[src/rtl/rr_sel24_if.sv]
// Request/grant bundle between the requesters and the round-robin sequencer.
// The sequencer drives {a,b,en}, which feed a 2:4 decoder that produces the per-requester grants.
interface rr_sel24_if;
  logic [3:0] req;
  logic       done;
  logic       a;
  logic       b;
  logic       en;
  logic       busy;
  logic       timeout;

  // Handshake: requester i holds req[i] high until served. While en=1, {a,b} names
  // the owner. The owner ends the grant by pulsing done or by dropping its req bit.
  modport master (output req, output done,
                  input  a, input b, input en, input busy, input timeout);
  modport slave  (input  req, input done,
                  output a, output b, output en, output busy, output timeout);
endinterface

[src/rtl/rr_sel24.sv]
// Four-way round-robin select sequencer driving a 2:4 one-hot decoder's a/b/en.
// Grants are separated by at least one en=0 cycle, and {a,b} only changes as en rises.
module rr_sel24 #(
  parameter int HOLD_MAX = 15,
  parameter int CW       = 4
) (
  input  logic       clk,
  input  logic       rst,
  rr_sel24_if.slave  bus,
  output logic       state_o
);

  typedef enum logic {
    S_IDLE  = 1'b0,
    S_GRANT = 1'b1
  } state_t;

  localparam logic [CW-1:0] CNT_LAST = CW'(HOLD_MAX - 1);

  state_t        state_q;
  logic [CW-1:0] cnt_q;
  logic [1:0]    last_q;
  logic [1:0]    idx_q;
  logic          en_q;
  logic          timeout_q;

  logic [1:0]    pick;
  logic          any_req;

  // Scan from the farthest candidate down, so the nearest active index after last_q wins.
  always_comb begin
    pick = last_q;
    for (int k = 3; k >= 1; k--) begin
      if (bus.req[last_q + 2'(k)]) pick = last_q + 2'(k);
    end
  end

  assign any_req = |bus.req;

  always_ff @(posedge clk) begin
    if (rst) begin
      state_q   <= S_IDLE;
      cnt_q     <= '0;
      last_q    <= 2'd3;
      idx_q     <= 2'd0;
      en_q      <= 1'b0;
      timeout_q <= 1'b0;
    end else begin
      timeout_q <= 1'b0;
      case (state_q)
        S_IDLE: begin
          if (any_req) begin
            idx_q   <= pick;
            en_q    <= 1'b1;
            cnt_q   <= '0;
            state_q <= S_GRANT;
          end else begin
            en_q <= 1'b0;
          end
        end
        S_GRANT: begin
          if (bus.done || !bus.req[idx_q]) begin
            en_q    <= 1'b0;
            last_q  <= idx_q;
            state_q <= S_IDLE;
          end else if (cnt_q == CNT_LAST) begin
            en_q      <= 1'b0;
            last_q    <= idx_q;
            timeout_q <= 1'b1;
            state_q   <= S_IDLE;
          end else begin
            cnt_q <= cnt_q + 1'b1;
          end
        end
        default: state_q <= S_IDLE;
      endcase
    end
  end

  assign bus.a       = idx_q[1];
  assign bus.b       = idx_q[0];
  assign bus.en      = en_q;
  assign bus.busy    = en_q;
  assign bus.timeout = timeout_q;
  assign state_o     = state_q;

endmodule

[src/flat_wrapper.sv]
// flat-port wrapper written by rule: the top's interface ports become plain ports
module rr_sel24_flat 
#(
  parameter int HOLD_MAX = 15,
  parameter int CW       = 4
)
  (clk, rst, state_o, bus_req, bus_done, bus_a, bus_b, bus_en, bus_busy, bus_timeout);
  rr_sel24_if bus_i ();
  input  logic clk;
  input  logic rst;
  output logic state_o;
  input wire logic [$bits(bus_i.req)-1:0] bus_req;
  input wire logic [$bits(bus_i.done)-1:0] bus_done;
  output wire logic [$bits(bus_i.a)-1:0] bus_a;
  output wire logic [$bits(bus_i.b)-1:0] bus_b;
  output wire logic [$bits(bus_i.en)-1:0] bus_en;
  output wire logic [$bits(bus_i.busy)-1:0] bus_busy;
  output wire logic [$bits(bus_i.timeout)-1:0] bus_timeout;
  assign bus_i.req = bus_req;
  assign bus_i.done = bus_done;
  assign bus_a = bus_i.a;
  assign bus_b = bus_i.b;
  assign bus_en = bus_i.en;
  assign bus_busy = bus_i.busy;
  assign bus_timeout = bus_i.timeout;
  rr_sel24 #(.HOLD_MAX(HOLD_MAX), .CW(CW)) u_core (.clk(clk), .rst(rst), .bus(bus_i), .state_o(state_o));
endmodule
[config.mk]
export PLATFORM = sky130hd
export DESIGN_NAME = rr_sel24_flat
export DESIGN_NICKNAME = d
export VERILOG_FILES = /design/src/rtl/rr_sel24_if.sv /design/src/rtl/rr_sel24.sv /design/src/flat_wrapper.sv
export SDC_FILE = /design/constraint.sdc
export NUM_CORES = 1
export LEC_CHECK = 0
export CAP_MARGIN = 20
export CORE_AREA = 3 3 40 42
export CTS_BUF_LIST = sky130_fd_sc_hd__clkbuf_8
export DETAILED_ROUTE_END_ITERATION = 7
export DIE_AREA = 0 0 43 45
export DONT_BUFFER_PORTS = 1
export SLEW_MARGIN = 20
export SYNTH_ARGS = -nofsm -noshare
export SYNTH_HDL_FRONTEND = slang
export SYNTH_SLANG_ARGS = --single-unit
[constraint.sdc]
create_clock -name clk -period 1.7 [get_ports clk]
set_input_delay 0.17 -clock clk [delete_from_list [all_inputs] [get_ports clk]]
set_output_delay 0.17 -clock clk [all_outputs]
set_load 0.05 [all_outputs]
==> metrics.md <==
| Metric | Value |
|---|---|
| MaxCap Viol Count | `0` |
| Dominant synthesized flop cell | `dfxtp_1` |
| Fin. Hold Viols | `0` |
| Starting Density | `~47%` |
| CP Depth | `6` |
| Antenna viol nets, final | `0` |
| H-tree Lvls | `1` |
| Reg2Reg Depth | `6` |
| Total track usage | `15.30%` |
| Port bufs | `0` |
| Clock Tree Buf Depth | `2` |
| TritonCTS Buffers | `3` |
| Final min period | `1.540 ns` |
| FF+latch area | `roughly 220 µm²` |
| Buf/Inv on CP | `1` |
| Worst slew pin tran | `0.4756 ns` |
| Dpl ws | `between 0.15 and 0.2 ns` |
| First-pass GRT wire length | `about 2200 µm` |
| CP max stage delay | `0.39 ns` |
| Setup CP Type | `flip-flop to flip-flop` |
| Vias in the first global route | `about 500` |
| Worst Setup Start Kind | `flip-flop` |
| Hold WC Path Type | `input pin to flip-flop` |
| Slew Limit Fails | `0` |
| Post-layout nets | `88` |
| Met3 usage | `8.765%` |
| CP required | `approximately 1.9 ns` |
| Fraction of layout cells with a size suffix above 1 | `19.23%` |
| Drt drc | `0` |
| Clk_lat worst skew | `0.24 ns` |
| Total power | `~700 µW` |
| Endpoints failing setup | `0` |
| Fmax | `about 0.65 GHz` |
| Max Fanout on Critical Path | `5` |
| Cell type with the largest total area after synthesis | `dfxtp_1` |
| Avg WL per Cell | `between 10 and 15 µm` |
| Final Cycle Share | `90.58%` |
| CP top delay family | `simple AND/OR/NAND/NOR gates` |
| TritonRoute pass-1 iters | `4` |
| WL final | `1323 µm` |
| CP dominant cell by count | `nand3_1` |
| Fillers | `120` |
| Synth warnings | `0` |
| Die Y | `about 45 µm` |
| Share of the synthesized area in the top cell type | `36.14%` |
| Avg Cell Area, Syn | `slightly below 9 µm²` |
| Ranking of synthesized cells by area | `dfxtp_1 36%, a21oi_1 5.7%, o211ai_1 4.9%` |
| Footprint of the multi-input gates | `355.3 µm²` |
| Run status | `finished clean` |
| Data arrival, critical path | `1.69 ns` |
| Fin Clk Skew | `around 0.0063 ns` |
| GR Overflow Total | `0` |
| Final worst slack | `~0.16 ns` |
| DR iter-0 viols | `11` |
| CTS Root Cell | `clkbuf_8` |
| Met2 usage | `between 20% and 30%` |
| Synth Instances | `69` |
| Syn_nets | `slightly below 80` |
| Busiest grt layer | `met2` |
| Core area | `about 1300 µm²` |
| Flop2flop setup slack | `roughly 0.16 ns` |
| TritonCTS clock tree | `yes` |
| # IOs | `13` |
| Initial antenna violation count | `0` |
| Mapped cell area | `roughly 610 µm²` |
| PwrDens | `a little under 1000 nW/µm²` |
| Critical Path End Type | `flip-flop` |
| Number of synthesized flops with an enable pin | `0` |
| Slew HR | `68.25%` |
| Peak supply drop | `roughly 0.99 mV` |
| Setup Fix Bufs, Post-CTS | `0` |
| Worst path cell trace | `inv_1 > ha_1 > nand3_1 > nand3_1 > or3_1 > a221oi_2` |
| DIE AREA | `~1900 µm²` |
| Die X | `around 43 µm` |
| Slowest CP cell | `dfxtp_1` |
| Area Growth Syn to Fin | `18.69%` |
| Detailed Place HPWL | `955.5 µm` |
| RSZ-0062 raised after global routing | `no` |
| Clock sink count | `11` |
| Hold Crit Depth | `1` |
| Post-synth cell types | `31` |
| CTS clk-pin slew, worst paths | `about 0.050 ns` |
| # diodes | `0` |
| GPL Wtd Cong | `0.7462` |
| Post-synthesis sequential area ratio | `between 30% and 40%` |
| Met1 usage | `between 10% and 20%` |
| Ys async rst share | `0%` |
| Site Rows | `13` |
| Largest net degree at the start of global routing | `9` |
| Via Count | `549` |
| Via density | `around 5.9` |
| Setup TNS | `0 ns` |
| Leakage | `0.0002870 µW` |
| FF+latch count, synth | `11` |
==> logic make-up (layout without fill, tap and decap cells) <==
group,Yosys count,count (layout),share of synthesized area (%)
muxes,3,3,5.339
DFF,11,11,36.14
and+or+nand+nor,21,21,19.92
adders and majority gates,2,2,4.106
AOI/OAI and AO/OA,24,24,28.95
buffers and inverters,8,17,5.544
==> Yosys cell counts (2+ instances only) <==
master     instances
nand2b_1           4
o21a_1             2
a21oi_1            7
nor2_1             3
nand3_1            2
or3_1              2
ha_1               2
o2111ai_1          2
o21ai_0            2
and3_1             2
o211ai_1           4
dfxtp_1           11
inv_1              6
nand2_1            3
==> flip-flops by register name (all words and copies together) (netlist names) <==
register,cells
u_core.cnt_q,4
u_core.idx_q,2
u_core.last_q,2
u_core.bus.busy,1
u_core.bus.timeout,1
u_core.state_o,1
==> report_power, final <==
group          internal (µW)  switching [µW]
logic                   56.3            93.8
clock network            158            94.6
registers                276            21.0
total                    491             209
==> stage by stage <==
stage / util [%] / area, µm² / cells / hold WS, ns
floorplan: - / 613.1 / 69 / 0.3949
detailed placement: 51.22 / 658.1 / 87 / 0.2369
global placement: 51.22 / 658.1 / 87 / 0.2371
CTS: 55.50 / 713.2 / 92 / 0.00002037
global route: 56.28 / 723.2 / 93 / 0.04011
finish: 56.28 / 723.2 / 93 / 0.04263
==> layout by cell type, fill, tap and decap left out, types with 3 or more instances in the layout <==
cell type	instances
inv_1	7
clkbuf_8	3
nand2b_1	4
a21oi_1	7
o211ai_1	4
dfxtp_1	10
buf_4	5
nor2_1	3
nand2_1	3
==> routing by layer <==
metal / vias to the layer above / wire length [µm]
met5: - / 0
met3: 0 / 94
met4: 0 / 0
met1: 251 / 589
met2: 19 / 639
li1: 279 / -
==> path summary, 6_finish.rpt <==
path / end / startpoint
hold / removal: u_core.cnt_q[0] / rst
setup reg to reg: u_core.cnt_q[2] / u_core.cnt_q[0]
hold reg to reg: u_core.idx_q[1] / u_core.idx_q[1]
setup / recovery: u_core.cnt_q[2] / u_core.cnt_q[0]
==> layout make-up <==
| type | instances | share of cell area, % |
|---|---|---|
| Inverter | 6 | 3.114 |
| Clock inverter | 1 | 0.5190 |
| Timing Repair Buffer | 7 | 7.958 |
| Tap cell | 15 | 2.595 |
| Multi-Input combinational cell | 50 | 49.13 |
| Clock buffer | 3 | 5.709 |
| Sequential cell | 11 | 30.97 |
==> timing repair <==
item / CTS / global route
hold buffers: 1 / 1
resized for setup: 0 / 0
endpoints found under the hold margin: 5 / 1
endpoints found under the setup margin: 0 / 0
==> worst register-to-register path, cell delays in order, from the launching register on <==
cell	delay, ns
dfxtp_1	0.39
inv_1	0.06
ha_1	0.20
nand3_1	0.12
nand3_1	0.09
or3_1	0.34
a221oi_2	0.25
No activity file was read; power rests on OpenSTA's default activity.
